**src/rtl/dist_history.sv**
```systemverilog
// Distance sample history: captures samples into a circular buffer and keeps
// a running window sum/average plus indexed readback (index 0 = newest).
module dist_history #(
  parameter int WIDTH     = 16,
  parameter int DEPTH     = 8,
  parameter int EDGE_MODE = 1
) (
  input  logic                       clk,
  input  logic                       rst_n,
  input  logic                       opt,
  input  logic [WIDTH-1:0]           dis,
  input  logic                       clear,
  input  logic [$clog2(DEPTH)-1:0]   rd_idx,
  output logic [WIDTH-1:0]           save_data,
  output logic                       new_pulse,
  output logic [$clog2(DEPTH):0]     count,
  output logic                       full,
  output logic [WIDTH-1:0]           avg,
  output logic                       avg_valid,
  output logic [WIDTH-1:0]           rd_data
);

  localparam int AW = $clog2(DEPTH);
  localparam int SW = WIDTH + AW;

  logic              opt_d_reg,     opt_d_next;
  logic [AW-1:0]     wr_ptr_reg,    wr_ptr_next;
  logic [AW:0]       count_reg,     count_next;
  logic              full_reg,      full_next;
  logic [SW-1:0]     sum_reg,       sum_next;
  logic [WIDTH-1:0]  avg_reg,       avg_next;
  logic              avg_valid_reg, avg_valid_next;
  logic [WIDTH-1:0]  save_data_reg, save_data_next;
  logic              new_pulse_reg, new_pulse_next;
  logic [WIDTH-1:0]  rd_data_reg,   rd_data_next;

  logic              cap;
  logic              wr_en;
  logic [AW-1:0]     rd_addr;
  logic              rd_hit;
  logic [WIDTH-1:0]  oldest;
  logic [WIDTH-1:0]  mem [DEPTH];

  generate
    if (EDGE_MODE != 0) begin : g_edge
      assign cap = opt & ~opt_d_reg;
    end else begin : g_level
      assign cap = opt;
    end
  endgenerate

  // A dropped sample on clear must not touch the buffer either.
  assign wr_en = cap & ~clear;

  // Storage has no reset: count gates every read, so stale contents are
  // never observable after reset or clear.
  generate
    for (genvar gi = 0; gi < DEPTH; gi++) begin : g_mem
      logic [WIDTH-1:0] entry_reg;
      always_ff @(posedge clk) begin
        if (wr_en && (wr_ptr_reg == AW'(gi))) begin
          entry_reg <= dis;
        end
      end
      assign mem[gi] = entry_reg;
    end
  endgenerate

  // wr_ptr - 1 - rd_idx wraps naturally in AW bits; -1-x equals ~x.
  assign rd_addr = wr_ptr_reg + ~rd_idx;
  assign rd_hit  = ({1'b0, rd_idx} < count_reg);
  assign oldest  = mem[wr_ptr_reg];

  always_comb begin
    opt_d_next     = opt;
    wr_ptr_next    = wr_ptr_reg;
    count_next     = count_reg;
    full_next      = full_reg;
    sum_next       = sum_reg;
    avg_next       = sum_reg[SW-1:AW];
    avg_valid_next = full_reg;
    save_data_next = save_data_reg;
    new_pulse_next = 1'b0;
    rd_data_next   = rd_hit ? mem[rd_addr] : '0;

    if (clear) begin
      wr_ptr_next    = '0;
      count_next     = '0;
      full_next      = 1'b0;
      sum_next       = '0;
      avg_next       = '0;
      avg_valid_next = 1'b0;
    end else if (cap) begin
      wr_ptr_next    = wr_ptr_reg + 1'b1;
      save_data_next = dis;
      new_pulse_next = 1'b1;
      if (full_reg) begin
        // Oldest entry leaves the window as the new one enters.
        sum_next = sum_reg + {{AW{1'b0}}, dis} - {{AW{1'b0}}, oldest};
      end else begin
        sum_next   = sum_reg + {{AW{1'b0}}, dis};
        count_next = count_reg + 1'b1;
        full_next  = (count_reg == (AW+1)'(DEPTH - 1));
      end
    end
  end

  always_ff @(posedge clk or negedge rst_n) begin
    if (!rst_n) begin
      opt_d_reg     <= 1'b0;
      wr_ptr_reg    <= '0;
      count_reg     <= '0;
      full_reg      <= 1'b0;
      sum_reg       <= '0;
      avg_reg       <= '0;
      avg_valid_reg <= 1'b0;
      save_data_reg <= '0;
      new_pulse_reg <= 1'b0;
      rd_data_reg   <= '0;
    end else begin
      opt_d_reg     <= opt_d_next;
      wr_ptr_reg    <= wr_ptr_next;
      count_reg     <= count_next;
      full_reg      <= full_next;
      sum_reg       <= sum_next;
      avg_reg       <= avg_next;
      avg_valid_reg <= avg_valid_next;
      save_data_reg <= save_data_next;
      new_pulse_reg <= new_pulse_next;
      rd_data_reg   <= rd_data_next;
    end
  end

  assign save_data = save_data_reg;
  assign new_pulse = new_pulse_reg;
  assign count     = count_reg;
  assign full      = full_reg;
  assign avg       = avg_reg;
  assign avg_valid = avg_valid_reg;
  assign rd_data   = rd_data_reg;

endmodule

```
**config.mk**
```make
export PLATFORM = sky130hd
export DESIGN_NAME = dist_history
export DESIGN_NICKNAME = d
export VERILOG_FILES = /design/src/rtl/dist_history.sv
export SDC_FILE = /design/constraint.sdc
export NUM_CORES = 1
export LEC_CHECK = 0
export CAP_MARGIN = 25
export CORE_ASPECT_RATIO = 0.6
export CORE_MARGIN = 3
export CORE_UTILIZATION = 56
export CTS_CLUSTER_SIZE = 16
export DETAILED_ROUTE_END_ITERATION = 7
export DONT_BUFFER_PORTS = 1
export PLACE_DENSITY = 0.79
export SLEW_MARGIN = 10
export SYNTH_ARGS = -nofsm -noshare
export SYNTH_HDL_FRONTEND = slang
export SYNTH_SLANG_ARGS = --single-unit
```
**constraint.sdc**
```tcl
create_clock -name clk -period 10.58 [get_ports clk]
set_input_delay 1.587 -clock clk [delete_from_list [all_inputs] [get_ports clk]]
set_output_delay 1.587 -clock clk [all_outputs]
set_load 0.05 [all_outputs]
```
After elaboration in Yosys (flattened, before gate mapping)
Index checks and enable logic that the tools add are counted.
Storage, ports and cells
  ROM bits: 0
  memory bits (writable): 0
  memories: 0
  bits in latches: 0
  bits of input ports: 23
  output and inout port bits: 55
  word-level logic and storage cells: 76
  register bits: 206
Cells by class
  magnitude comparators: 3
  eq/ne operators: 9
  add/sub/neg operators: 5
  mux-type cells: 22
  div/mod/pow operators: 0
  shift-type cells: 0
  reduce and logical (&&, ||, !) cells: 12
  multiply operators: 0
  bitwise operators: 7
Operators with widths (number)
  16-bit binary-select mux with 3-bit select: 2
  16-bit 2-to-1 mux: 6
  19-bit 2-to-1 mux: 3
  19-bit by 16-bit adder with 19-bit output: 1
  19-bit by 16-bit subtractor with 19-bit output: 1
  3-bit equality test (second input constant): 4
  4-bit 2-to-1 mux: 3
  4-bit >= comparator (second input constant): 2
  1-bit logical AND: 8
  3-bit NOT with 4-bit output: 2
  3-bit by 2-bit equality test with 1-bit output (second input constant): 2
  1-bit 2-to-1 mux: 6
  3-bit 2-to-1 mux: 2
  4-bit by 1-bit adder with 4-bit output (second input constant): 1
  4-bit by 3-bit equality test with 1-bit output (second input constant): 1
  3-bit by 4-bit less-than comparator with 1-bit output: 1
  2-bit AND reduction: 2
  3-bit by 1-bit adder with 3-bit output (second input constant): 1
  3-bit adder: 1
  3-bit by 1-bit equality test with 1-bit output (second input constant): 1
  3-bit zero test: 1
  3-bit NOT: 1
  1-bit bitwise AND: 2
  2-bit inequality test (second input constant): 1
  other kinds (2): 3

Longest topological paths before layout
  depth in word-level cells: 8
  gate-level depth with buffers: 18
  mapped depth without buffers: 18

Worst setup path after synthesis
OpenSTA, ideal clock, no wires.
  kind: input port to flip-flop
  start: input port dis[0]
  end: register sum_reg[15]
  required time: 10440 ps
  data arrival time: 4840 ps
  cell stages on the path: 17
  slack: 5600 ps
  setup time: 140 ps
  path buffers: 0
  path through: ha_1 > inv_1 > fa_1 > nor2b_1 > o31a_1 > o21a_1 > xor2_1 > ha_1 > a21o_1 > a21oi_1 > and2b_4 > a311o_1 > or4b_1 > nand3_2 > a311o_1 > a22oi_2 > a211oi_2
On the way
  cells in the longest elaborated chain, start to end: 5
RTL lines
  start: declaration: RTL line 11  | input logic [WIDTH-1:0] dis,
  19-bit by 16-bit adder with 19-bit output *: RTL line 99, 101
  19-bit by 16-bit subtractor with 19-bit output: RTL line 99  | sum_next = sum_reg + {{AW{1'b0}}, dis} - {{AW{1'b0}}, oldest};
  19-bit 2-to-1 mux *: RTL line 97  | if (full_reg) begin
  19-bit 2-to-1 mux *: RTL line 93  | end else if (cap) begin
  19-bit 2-to-1 mux *: RTL line 86  | if (clear) begin
  end signal: assignment: RTL line 125  | sum_reg <= sum_next;
  end: declaration: RTL line 30  | logic [SW-1:0] sum_reg, sum_next;
Mark *: on every way between the ends. The rest lies on a longest branch, timed or not. The select of a mux whose other input is x is not followed.
A chain may end at the register's enable or synchronous reset.

Worst setup path after layout
Ends and elaborated chain as after synthesis.

==> reports/results.ini <==
[grt]
grt_overflow = 0
grt_max_degree = 79
grt_pass1_wl_um = 38400
grtUsageTotal = 0.244
grt_pass1_vias = 6705
antenna_found_initial = 0

[clocking]
post_cts_buffers = 0
clkTransAtPathRegs_ps = 60
cts_tree = done
cts_buffers = 20
cts_max_level = 1
clockRootBuffer = clkbuf_16
cts.path.max_buffers = 3
clkLatencyLatePin_ps = 500
ctsResizeCount = 0
clock-sinks = 206
cts_hold_buf = 0

[timing]
fmax_mhz = 200
finalMaxSlewViolations = 0
period_share = 0.472
setup_violations = 0
maxSlewHeadroom = 0.296
fin_skew_ps = 17.4
final.min_clock_period_ps = 4990
worstMarginPinSlew_ps = 1060
grt_setup_unrepaired = no
hold_viol = 0
tns_ps = 0

[power]
power.leakage_nw = 4.50
ir_worst_vdd_mv = 0.135
power.density_mw_per_mm2 = 179

[detailed_routing]
drtIter0Drc = 571
routed_wl_um = 24300
detail-route-antenna-nets = 0
drc = 0
vias = 6524
wl_per_cell_um = 24.1
avgViaCountPerCell = 6.46
dr.pass1.iters = 5

[critical_path]
crit_path_end = sum_reg[15]$_DFFE_PN0P_
r2r-end = sum_reg[18]$_DFFE_PN0P_
cp_slowest_cell = fa_1
endpoint_kind = flop
critPathMaxFanout = 10
reg2reg_from = wr_ptr_reg[0]$_DFFE_PN0P_
start_kind = input port
crit_buf_inv = 1
path_depth = 17
path_cells = ha_1 -> inv_1 -> fa_1 -> nor2b_1 -> o31a_1 -> o21a_1 -> xor2_1 -> ha_1 -> a21o_1 -> a21oi_1 -> and2b_4 -> a311o_1 -> or4b_1 -> nand3_2 -> a311o_1 -> a22oi_2 -> a211oi_2
r2r_cells = 15
worstPathRequired_ps = 10940
worst-setup-path-type = in2reg
critical_path.max_stage_delay_ps = 410
reg2reg_setup_slack_ps = 6240
arrival_ps = 5360
crit_start = dis[0]
cpLargestDelayFamily = compound AO/OA/AOI/OAI gates

[cells_and_area]
nNetsFinal = 830
fillers = 1280
final_cells = 1010
area_growth_pct = 9.23
finish.utilization = 0.645
largest_reg_flops = 128
multi_input_area_mm2 = 0.00445
seq_area_mm2 = 0.00580
n_antenna_cell = 0
drive_above_1_share = 0.166

[synth]
ys_seq_elements = 206
synth_flop_cell = edfxtp_1
synth_top_cell_by_area = edfxtp_1
synth_edf_count = 128
yosysUniqueCellTypes = 57
synth_area_per_cell_um2 = 13.7
synth_area_leaders = edfxtp_1 (37%), dfrtp_1 (19%), mux4_2 (14%)
ys_warn_count = 0
yosysSeqAreaShare = 0.555
syn-num-nets = 828
synth.most_common_cell = edfxtp_1
syn_area_mm2 = 0.0104
synthTopCellsByCount = edfxtp_1 (128), nand2_1 (83), dfrtp_1 (78)
postSynthCellCount = 760
yosys.area.top_type_share = 0.368
async_flop_share = 0.379

[placement]
dpl.hpwl_um = 15800
numPortBuffers = 0
dp.cells = 969
place.gp.congestion = 0.901

[min_path]
hold_class = reg2reg

[floorplanning]
die_h_um = 112
die_w_um = 182
start_util = 0.590
die_area_mm2 = 0.0204
io_pins = 78
std_cell_rows = 37
core_area_mm2 = 0.0177

[status]
outcome = finished, final reports clean

[flow_run]
cap_violations = 0

## worst min-delay path by stage
stage	startpoint	to	cells after the start
final	sum_reg[18]$_DFFE_PN0P_	avg[15]$_DFF_PN0_	1
after global placement	sum_reg[18]$_DFFE_PN0P_	avg[15]$_DFF_PN0_	1
after global routing	sum_reg[8]$_DFFE_PN0P_	avg[5]$_DFF_PN0_	1
after floorplan	sum_reg[18]$_DFFE_PN0P_	avg[15]$_DFF_PN0_	1
after detailed placement	sum_reg[18]$_DFFE_PN0P_	avg[15]$_DFF_PN0_	1
after CTS	sum_reg[18]$_DFFE_PN0P_	avg[15]$_DFF_PN0_	1
## cell usage in the layout (no fill, tap or decap), types with 5 or more instances in the layout
cell	synthesis	routed
edfxtp_1	128	128
nand2_1	83	83
dfrtp_1	78	77
mux4_2	64	64
nor2_1	59	59
ha_1	42	41
a21oi_1	37	37
mux2i_1	35	35
xnor2_1	23	22
clkbuf_16	0	21
inv_1	20	20
nor2b_1	19	18
a211oi_1	13	13
a21o_1	12	12
o21ai_0	11	11
o21a_1	11	11
and3_1	10	10
buf_4	0	9
xor2_1	7	7
nor3_1	7	7
nand4_1	6	6
nand3_1	5	5
nand2b_1	5	5
## kinds of logic after synthesis
kind of cell	Yosys count	synth area share
buffers and inverters	55	0.0200
XOR/XNOR	30	0.0252
AND/OR/NAND/NOR	209	0.0934
adder cells (fa/ha/maj)	45	0.0561
multiplexers	101	0.175
flip-flops	206	0.555
AO/OA/AOI/OAI	114	0.0750
## layout make-up
cell class	count	area share
sequential	206	0.508
multi-input combinational	499	0.390
clock buffer	25	0.0474
tap	234	0.0257
timing repair buffer	15	0.0147
clock inverter	11	0.00724
inverter	20	0.00658
## where the power goes
group / internal (mW) / leakage, nW / switching (mW) / total [mW]
logic: 0.171 / 2.01 / 0.202 / 0.373
registers: 0.885 / 2.19 / 0.0908 / 0.976
clock network: 0.389 / 0.308 / 0.301 / 0.690
## metal layers
| layer | up-vias | track usage | part of all wire |
|---|---|---|---|
| met1 | 3349 | 0.347 | 0.44 |
| li1 | 2884 | - | - |
| met3 | 41 | 0.0627 | 0.075 |
| met5 | - | 0 | 0 |
| met2 | 250 | 0.381 | 0.46 |
| met4 | 0 | 0.0614 | 0.020 |
## through the flow
stage          setup WS, ps  total power, mW  hold WS [ps]  instance area (µm²)
2_1_floorplan          5600             1.28           485                10400
3_3_place_gp           5320             1.35           512                10700
3_5_place_dp           5150             1.36           509                10700
4_1_cts                5670             2.05           524                11300
5_1_grt                5470             2.13           560                11400
6_report               5590             2.04           519                11400
Note: power is estimated with default switching activity, not from simulation.
